===== src/rtl/bp_pkg.sv =====
// Shared constants and types for the BTB-based branch predictor.
package bp_pkg;

  localparam logic [1:0] SNT = 2'd0;
  localparam logic [1:0] WNT = 2'd1;
  localparam logic [1:0] WT  = 2'd2;
  localparam logic [1:0] ST  = 2'd3;

  localparam int PM_STATIC  = 0;
  localparam int PM_BIMODAL = 1;

  // Reference entry layout for the default geometry (32-bit PC, 16 entries, 2-bit counter).
  localparam int BP_ADDR_W = 32;
  localparam int BP_IDX_W  = 4;
  localparam int BP_TAG_W  = BP_ADDR_W - BP_IDX_W - 2;
  localparam int BP_CNT_W  = 2;

  typedef struct packed {
    logic                 valid;
    logic [BP_TAG_W-1:0]  tag;
    logic [BP_ADDR_W-1:0] target;
    logic [BP_CNT_W-1:0]  cnt;
  } bp_entry_t;

endpackage


===== src/rtl/branch_predictor_if.sv =====
// Fetch-side lookup, EX-side resolution and statistics signals of the branch predictor.
interface branch_predictor_if #(
  parameter int ADDR_W = 32,
  parameter int STAT_W = 16
);
  logic [ADDR_W-1:0] If_Pc;
  logic              Pred_Taken;
  logic [ADDR_W-1:0] Pred_Addr;
  logic              Ex_Br;
  logic [ADDR_W-1:0] Ex_Pc;
  logic              Ex_Taken;
  logic [ADDR_W-1:0] Ex_Target;
  logic              Ex_Pred_Taken;
  logic [ADDR_W-1:0] Ex_Pred_Addr;
  logic              Mispredict;
  logic [ADDR_W-1:0] Redirect_Addr;
  logic [STAT_W-1:0] Br_Count;
  logic [STAT_W-1:0] Miss_Count;

  modport master (
    output If_Pc, Ex_Br, Ex_Pc, Ex_Taken, Ex_Target, Ex_Pred_Taken, Ex_Pred_Addr,
    input  Pred_Taken, Pred_Addr, Mispredict, Redirect_Addr, Br_Count, Miss_Count
  );

  modport slave (
    input  If_Pc, Ex_Br, Ex_Pc, Ex_Taken, Ex_Target, Ex_Pred_Taken, Ex_Pred_Addr,
    output Pred_Taken, Pred_Addr, Mispredict, Redirect_Addr, Br_Count, Miss_Count
  );
endinterface


===== src/rtl/bp_sat_counter.sv =====
// Saturating up/down counter with parallel load; resets to weakly not-taken.
module bp_sat_counter #(
  parameter int CNT_W = 2
) (
  input  logic             clk,
  input  logic             rst_n,
  input  logic             inc,
  input  logic             dec,
  input  logic             load,
  input  logic [CNT_W-1:0] load_val,
  output logic [CNT_W-1:0] cnt
);

  localparam logic [CNT_W-1:0] CNT_MAX = '1;
  localparam logic [CNT_W-1:0] CNT_RST = CNT_W'((1 << (CNT_W - 1)) - 1);

  logic [CNT_W-1:0] cnt_q, cnt_d;

  always_comb begin
    cnt_d = cnt_q;
    if (load)                         cnt_d = load_val;
    else if (inc && cnt_q != CNT_MAX) cnt_d = cnt_q + CNT_W'(1);
    else if (dec && cnt_q != '0)      cnt_d = cnt_q - CNT_W'(1);
  end

  always_ff @(posedge clk or negedge rst_n) begin
    if (!rst_n) cnt_q <= CNT_RST;
    else        cnt_q <= cnt_d;
  end

  assign cnt = cnt_q;

endmodule


===== src/rtl/branch_predictor.sv =====
// Direct-mapped BTB with per-entry saturating counters: same-cycle prediction at IF,
// training and mispredict detection at EX, plus saturating branch/miss statistics.
module branch_predictor
  import bp_pkg::*;
#(
  parameter int ADDR_W    = 32,
  parameter int ENTRIES   = 16,
  parameter int CNT_W     = 2,
  parameter int PRED_MODE = 1,
  parameter int STAT_W    = 16
) (
  input  logic              CLK,
  input  logic              CLR_N,
  input  logic              EN,
  branch_predictor_if.slave bus
);

  localparam int IDX   = $clog2(ENTRIES);
  localparam int TAG_W = ADDR_W - IDX - 2;
  localparam bit DYN   = (PRED_MODE == PM_BIMODAL);
  localparam logic [CNT_W-1:0] CNT_WT = CNT_W'(1 << (CNT_W - 1));

  logic [ENTRIES-1:0] valid_q, valid_d;
  logic [TAG_W-1:0]   tag_q [ENTRIES];
  logic [TAG_W-1:0]   tag_d [ENTRIES];
  logic [ADDR_W-1:0]  tgt_q [ENTRIES];
  logic [ADDR_W-1:0]  tgt_d [ENTRIES];
  logic [CNT_W-1:0]   cnt   [ENTRIES];
  logic [ENTRIES-1:0] cnt_inc, cnt_dec, cnt_load;
  logic [STAT_W-1:0]  br_cnt_q, br_cnt_d, miss_cnt_q, miss_cnt_d;

  logic [IDX-1:0]   rd_idx, wr_idx;
  logic [TAG_W-1:0] rd_tag, wr_tag;
  logic             rd_hit, wr_hit, pred_taken, mispredict, upd;
  logic [1:0]       unused_pc_lsb;

  assign unused_pc_lsb = bus.If_Pc[1:0] ^ bus.Ex_Pc[1:0];

  assign rd_idx = bus.If_Pc[IDX+1:2];
  assign rd_tag = bus.If_Pc[ADDR_W-1:IDX+2];
  assign wr_idx = bus.Ex_Pc[IDX+1:2];
  assign wr_tag = bus.Ex_Pc[ADDR_W-1:IDX+2];

  // Lookup reads the registered table, so a same-cycle update is seen one cycle later.
  assign rd_hit     = valid_q[rd_idx] && (tag_q[rd_idx] == rd_tag);
  assign wr_hit     = valid_q[wr_idx] && (tag_q[wr_idx] == wr_tag);
  assign pred_taken = DYN && rd_hit && cnt[rd_idx][CNT_W-1];

  assign bus.Pred_Taken = pred_taken;
  assign bus.Pred_Addr  = pred_taken ? tgt_q[rd_idx] : bus.If_Pc + ADDR_W'(4);

  assign mispredict = bus.Ex_Br &&
                      ((bus.Ex_Taken != bus.Ex_Pred_Taken) ||
                       (bus.Ex_Taken && (bus.Ex_Target != bus.Ex_Pred_Addr)));

  assign bus.Mispredict    = mispredict;
  assign bus.Redirect_Addr = bus.Ex_Taken ? bus.Ex_Target : bus.Ex_Pc + ADDR_W'(4);
  assign bus.Br_Count      = br_cnt_q;
  assign bus.Miss_Count    = miss_cnt_q;

  assign upd = EN && bus.Ex_Br && DYN;

  // Hits train the counter; only taken misses allocate, evicting any aliased entry.
  always_comb begin
    valid_d  = valid_q;
    tag_d    = tag_q;
    tgt_d    = tgt_q;
    cnt_inc  = '0;
    cnt_dec  = '0;
    cnt_load = '0;
    if (upd) begin
      if (wr_hit) begin
        cnt_inc[wr_idx] = bus.Ex_Taken;
        cnt_dec[wr_idx] = !bus.Ex_Taken;
        if (bus.Ex_Taken) tgt_d[wr_idx] = bus.Ex_Target;
      end else if (bus.Ex_Taken) begin
        valid_d[wr_idx]  = 1'b1;
        tag_d[wr_idx]    = wr_tag;
        tgt_d[wr_idx]    = bus.Ex_Target;
        cnt_load[wr_idx] = 1'b1;
      end
    end
  end

  always_comb begin
    br_cnt_d   = br_cnt_q;
    miss_cnt_d = miss_cnt_q;
    if (EN && bus.Ex_Br) begin
      if (br_cnt_q != '1)                 br_cnt_d   = br_cnt_q + STAT_W'(1);
      if (mispredict && miss_cnt_q != '1) miss_cnt_d = miss_cnt_q + STAT_W'(1);
    end
  end

  always_ff @(posedge CLK or negedge CLR_N) begin
    if (!CLR_N) begin
      valid_q    <= '0;
      br_cnt_q   <= '0;
      miss_cnt_q <= '0;
      for (int i = 0; i < ENTRIES; i++) begin
        tag_q[i] <= '0;
        tgt_q[i] <= '0;
      end
    end else if (EN) begin
      valid_q    <= valid_d;
      tag_q      <= tag_d;
      tgt_q      <= tgt_d;
      br_cnt_q   <= br_cnt_d;
      miss_cnt_q <= miss_cnt_d;
    end
  end

  for (genvar g = 0; g < ENTRIES; g++) begin : g_cnt
    bp_sat_counter #(.CNT_W(CNT_W)) u_cnt (
      .clk      (CLK),
      .rst_n    (CLR_N),
      .inc      (cnt_inc[g]),
      .dec      (cnt_dec[g]),
      .load     (cnt_load[g]),
      .load_val (CNT_WT),
      .cnt      (cnt[g])
    );
  end

endmodule


===== src/flat_wrapper.sv =====
// flat-port wrapper written by rule: the top's interface ports become plain ports
module branch_predictor_flat import bp_pkg::*;
#(
  parameter int ADDR_W    = 32,
  parameter int ENTRIES   = 16,
  parameter int CNT_W     = 2,
  parameter int PRED_MODE = 1,
  parameter int STAT_W    = 16
)
  (CLK, CLR_N, EN, bus_If_Pc, bus_Ex_Br, bus_Ex_Pc, bus_Ex_Taken, bus_Ex_Target, bus_Ex_Pred_Taken, bus_Ex_Pred_Addr, bus_Pred_Taken, bus_Pred_Addr, bus_Mispredict, bus_Redirect_Addr, bus_Br_Count, bus_Miss_Count);
  branch_predictor_if #(.ADDR_W(ADDR_W), .STAT_W(STAT_W)) bus_i ();
  input  logic CLK;
  input  logic CLR_N;
  input  logic EN;
  input wire logic [$bits(bus_i.If_Pc)-1:0] bus_If_Pc;
  input wire logic [$bits(bus_i.Ex_Br)-1:0] bus_Ex_Br;
  input wire logic [$bits(bus_i.Ex_Pc)-1:0] bus_Ex_Pc;
  input wire logic [$bits(bus_i.Ex_Taken)-1:0] bus_Ex_Taken;
  input wire logic [$bits(bus_i.Ex_Target)-1:0] bus_Ex_Target;
  input wire logic [$bits(bus_i.Ex_Pred_Taken)-1:0] bus_Ex_Pred_Taken;
  input wire logic [$bits(bus_i.Ex_Pred_Addr)-1:0] bus_Ex_Pred_Addr;
  output wire logic [$bits(bus_i.Pred_Taken)-1:0] bus_Pred_Taken;
  output wire logic [$bits(bus_i.Pred_Addr)-1:0] bus_Pred_Addr;
  output wire logic [$bits(bus_i.Mispredict)-1:0] bus_Mispredict;
  output wire logic [$bits(bus_i.Redirect_Addr)-1:0] bus_Redirect_Addr;
  output wire logic [$bits(bus_i.Br_Count)-1:0] bus_Br_Count;
  output wire logic [$bits(bus_i.Miss_Count)-1:0] bus_Miss_Count;
  assign bus_i.If_Pc = bus_If_Pc;
  assign bus_i.Ex_Br = bus_Ex_Br;
  assign bus_i.Ex_Pc = bus_Ex_Pc;
  assign bus_i.Ex_Taken = bus_Ex_Taken;
  assign bus_i.Ex_Target = bus_Ex_Target;
  assign bus_i.Ex_Pred_Taken = bus_Ex_Pred_Taken;
  assign bus_i.Ex_Pred_Addr = bus_Ex_Pred_Addr;
  assign bus_Pred_Taken = bus_i.Pred_Taken;
  assign bus_Pred_Addr = bus_i.Pred_Addr;
  assign bus_Mispredict = bus_i.Mispredict;
  assign bus_Redirect_Addr = bus_i.Redirect_Addr;
  assign bus_Br_Count = bus_i.Br_Count;
  assign bus_Miss_Count = bus_i.Miss_Count;
  branch_predictor #(.ADDR_W(ADDR_W), .ENTRIES(ENTRIES), .CNT_W(CNT_W), .PRED_MODE(PRED_MODE), .STAT_W(STAT_W)) u_core (.CLK(CLK), .CLR_N(CLR_N), .EN(EN), .bus(bus_i));
endmodule

===== config.mk =====
export PLATFORM = sky130hd
export DESIGN_NAME = branch_predictor_flat
export DESIGN_NICKNAME = d
export VERILOG_FILES = /design/src/rtl/bp_pkg.sv /design/src/rtl/branch_predictor_if.sv /design/src/rtl/bp_sat_counter.sv /design/src/rtl/branch_predictor.sv /design/src/flat_wrapper.sv
export SDC_FILE = /design/constraint.sdc
export NUM_CORES = 2
export LEC_CHECK = 0
export CAP_MARGIN = 20
export CORE_MARGIN = 2
export CORE_UTILIZATION = 63
export CTS_BUF_LIST = sky130_fd_sc_hd__clkbuf_2
export CTS_CLUSTER_SIZE = 24
export DETAILED_ROUTE_END_ITERATION = 12
export PLACE_DENSITY = 0.86
export SYNTH_ARGS = -nofsm -noshare
export SYNTH_HDL_FRONTEND = slang
export SYNTH_SLANG_ARGS = --single-unit

===== constraint.sdc =====
create_clock -name CLK -period 6.1 [get_ports CLK]
set_input_delay 1.22 -clock CLK [delete_from_list [all_inputs] [get_ports CLK]]
set_output_delay 1.22 -clock CLK [all_outputs]
set_load 0.01 [all_outputs]

==> summary.md <==
| Metric | Value |
|---|---|
| Row cnt | `105` |
| Cell with the most instances after synthesis | `dfrtp_1` |
| Die height | `292 um` |
| Skew-Pair Late Insertion Delay | `1.52 ns` |
| Worst reg2reg endpoint | `u_core.tag_q[100]$_DFFE_PN0P_` |
| Final ANT Viol Nets | `0` |
| Congestion Overflow GR | `0` |
| Routability cong. | `0.975` |
| Syn Inst Count | `3694` |
| CP required | `4.88 ns` |
| Crit path time final | `6.28 ns` |
| Leak | `27.3 nW` |
| Post-place setup slack | `-0.332 ns` |
| Setup Crit Path Kind | `reg -> out` |
| Wirelength, routed | `157000 um` |
| Clock Tree Root | `clkbuf_2` |
| Tightest Pin Transition | `1.19 ns` |
| Syn Area/Cell | `14.2 um2` |
| Sequential share of the synthesized area | `48.2%` |
| Die W | `292 um` |
| Tcrit/Tclk final | `103%` |
| Clock transition at path regs | `0.11 ns` |
| Total Nets Final | `4232` |
| Fin Hold WS | `0.387 ns` |
| Core area | `0.0821 mm2` |
| CP arrival | `5.06 ns` |
| I/O pin count | `232` |
| Placed Area | `0.0566 mm2` |
| First-pass GRT wire length | `236000 um` |
| Setup TNS | `-2.67 ns` |
| Library cells used by synthesis | `60` |
| Number of H-tree levels | `5` |
| Peak VDD IR | `212 uV` |
| Via count | `36694` |
| Clock Skews | `0.188 ns` |
| Max-slew headroom | `20.4%` |
| Post-Synthesis Cell Area | `0.0523 mm2` |
| Initial antenna violation count | `8` |
| Largest net degree at the start of global routing | `162` |
| Hold WC Path Type | `in -> async` |
| Vias in the first global route | `38073` |
| First DRT Iteration DRCs | `4773` |
| Post-synth EDFFs | `0` |
| Synth Register Bits | `1008` |
| Clock tree buffer depth | `4` |
| Crit path max fanout | `6` |
| CTS Buf Count | `281` |
| Area Growth Syn to Fin | `12.8%` |
| Failing checks | `setup timing` |
| Share of cells above drive strength 1 | `42.5%` |
| Synth Net Count | `3835` |
| Max-Cap Viols | `0` |
| Launching point of the worst reg2reg path | `u_core.tag_q[365]$_DFFE_PN0P_` |
| Status | `finished, violations left` |
| Post-Layout Cell Count | `5330` |
| Critical path launch point type | `flop` |
| Setup violators final | `29` |
| Clock Sinks | `1008` |
| CP peak stage delay | `0.58 ns` |
| DP Cell Count | `4861` |
| Max Freq | `0.159 GHz` |
| Crit end category | `output port` |
| CTS tree | `done` |
| Drt pass-1 iters | `8` |
| Number of cells on the critical path | `11` |
| Ranking of synthesized cells by area | `dfrtp_1 (47%), mux4_2 (16%), mux2_2 (15%)` |
| Async S/R FF share, synth | `100%` |
| Area leader, netlist | `dfrtp_1` |
| CP bufs+invs | `4` |
| Total track usage | `37.4%` |
| Cell repeated most along the worst path | `mux4_2` |
| Top FF cell, synth | `dfrtp_1` |
| PD cells | `269 mW/mm2` |
| R2R setup slack | `1.74 ns` |
| CP delay by family, top | `multiplexers` |
| Reg2Reg Depth | `10` |
| Synth cell count leaders | `dfrtp_1 (992), mux2_2 (676), mux4_2 (365), mux2_1 (249), clkbuf_1 (243)` |
| Initial core utilization | `63.7%` |
| DP HPWL | `101000 um` |
| Final hold violations | `0` |
| Drt via density | `6.88` |
| Routed WL per cell | `29.4 um` |
| Remaining DRCs | `0` |
| Filler instances | `5202` |
| Total power | `15.9 mW` |
| Synth top area share | `47.4%` |
| Unrepaired setup endpoints after global routing | `yes` |
| Cell Chain, Critical Path | `mux4_2 > mux4_2 > xnor2_2 > nand4_1 > or4_4 > nor4_4 > buf_12 > buf_16 > buf_4 > mux2_4 > buf_6` |
| Max-slew violation count | `0` |
| DIE AREA | `0.0854 mm2` |
| Fin util | `71.9%` |
| Slowest-stage cell, CP | `or4_4` |
| Final worst slack | `-0.184 ns` |
| PortBufs | `231` |
| Fin area | `0.0590 mm2` |
| Yosys warnings | `0` |
-- per-layer routing --
| layer | wire (um) | vias up | track usage, % |
|---|---|---|---|
| li1 | - | 14723 | - |
| met1 | 58000 | 18872 | 49.4 |
| met2 | 71600 | 2516 | 55.7 |
| met3 | 18600 | 573 | 11.8 |
| met4 | 8680 | 10 | 20.6 |
| met5 | 68 | - | 0 |
-- cell usage in the layout (no fill, tap or decap), types with 7 or more instances in the layout --
cell type / synthesis / final
a21oi_1: 39 / 39
a221oi_1: 8 / 8
a22oi_1: 20 / 20
a41oi_1: 13 / 13
and3_1: 17 / 17
buf_12: 0 / 48
buf_2: 28 / 30
buf_4: 16 / 197
buf_6: 39 / 9
clkbuf_2: 0 / 391
clkdlybuf4s50_1: 0 / 189
clkinv_1: 2 / 43
dfrtp_1: 992 / 992
dfstp_2: 16 / 16
diode_2: 0 / 10
ha_1: 7 / 7
inv_1: 15 / 15
mux2_1: 249 / 249
mux2_2: 676 / 672
mux2i_1: 78 / 78
mux4_2: 365 / 365
nand2_1: 144 / 124
nand2_2: 0 / 19
nand2b_1: 31 / 31
nand3_1: 47 / 47
nand3_4: 15 / 15
nand4_1: 43 / 43
nor2_1: 75 / 73
nor3_1: 27 / 24
nor4_1: 12 / 12
o211ai_1: 10 / 10
o21a_1: 7 / 7
o21ai_0: 147 / 134
o21ai_1: 1 / 13
o22ai_1: 27 / 27
or2_2: 8 / 8
xnor2_1: 106 / 101
xor2_1: 82 / 82
-- layout make-up --
class	instances	area (um2)	area share, %
Timing Repair Buffer	479	4680	7.93
Tap cell	1070	1340	2.27
Clock buffer	391	1960	3.32
Clock inverter	51	278	0.471
Multi-Input combinational cell	2303	25400	43.1
Sequential cell	1008	25200	42.8
Inverter	18	67.6	0.114
Antenna cell	10	25.0	0.0424
-- how the worst max path moves through the flow --
stage                             end                     startpoint
floorplan            bus_Pred_Addr[0]                   bus_If_Pc[2]
global placement     bus_Pred_Addr[3]                   bus_If_Pc[2]
detailed placement  bus_Pred_Addr[24]                   bus_If_Pc[2]
CTS                 bus_Pred_Addr[18]  u_core.tag_q[234]$_DFFE_PN0P_
global route        bus_Pred_Addr[18]  u_core.tag_q[312]$_DFFE_PN0P_
finish              bus_Pred_Addr[18]  u_core.tag_q[286]$_DFFE_PN0P_
-- state kept, by name, indices dropped and copies added, names as in the netlist --
signal	cells
u_core.g_cnt.u_cnt.cnt	32
u_core.bus.Br_Count	16
u_core.bus.Miss_Count	16
u_core.tgt_q	512
u_core.tag_q	416
u_core.valid_q	16
-- where the power goes --
part / total (mW) / leakage, nW / internal (mW) / switching [mW]
logic: 3.04 / 12.2 / 1.68 / 1.36
registers: 8.20 / 13.3 / 7.57 / 0.631
clock network: 4.62 / 1.76 / 1.82 / 2.81
total: 15.9 / 27.3 / 11.1 / 4.80
-- repair_timing --
action,4_1_cts,5_1_grt
buffers inserted,9,6
endpoints found under the setup margin,33,33
resized for setup,155,22
hold buffers,1,0
cloned,2,0
pin swaps,4,0
endpoints found under the hold margin,94,0
-- cell families (layout without fill, tap and decap cells) --
| family | after synthesis | count (layout) | synth area share [%] |
|---|---|---|---|
| DFF | 1008 | 1008 | 48.2 |
| adders and majority gates | 7 | 7 | 0.167 |
| AOI/OAI and AO/OA | 296 | 296 | 3.37 |
| xor gates and xnor gates | 188 | 188 | 3.15 |
| buffers and inverters | 383 | 939 | 3.49 |
| muxes | 1368 | 1368 | 37.1 |
| other | 0 | 10 | 0 |
| and+or+nand+nor | 444 | 444 | 4.48 |
Power figures use the tool's default switching activity.
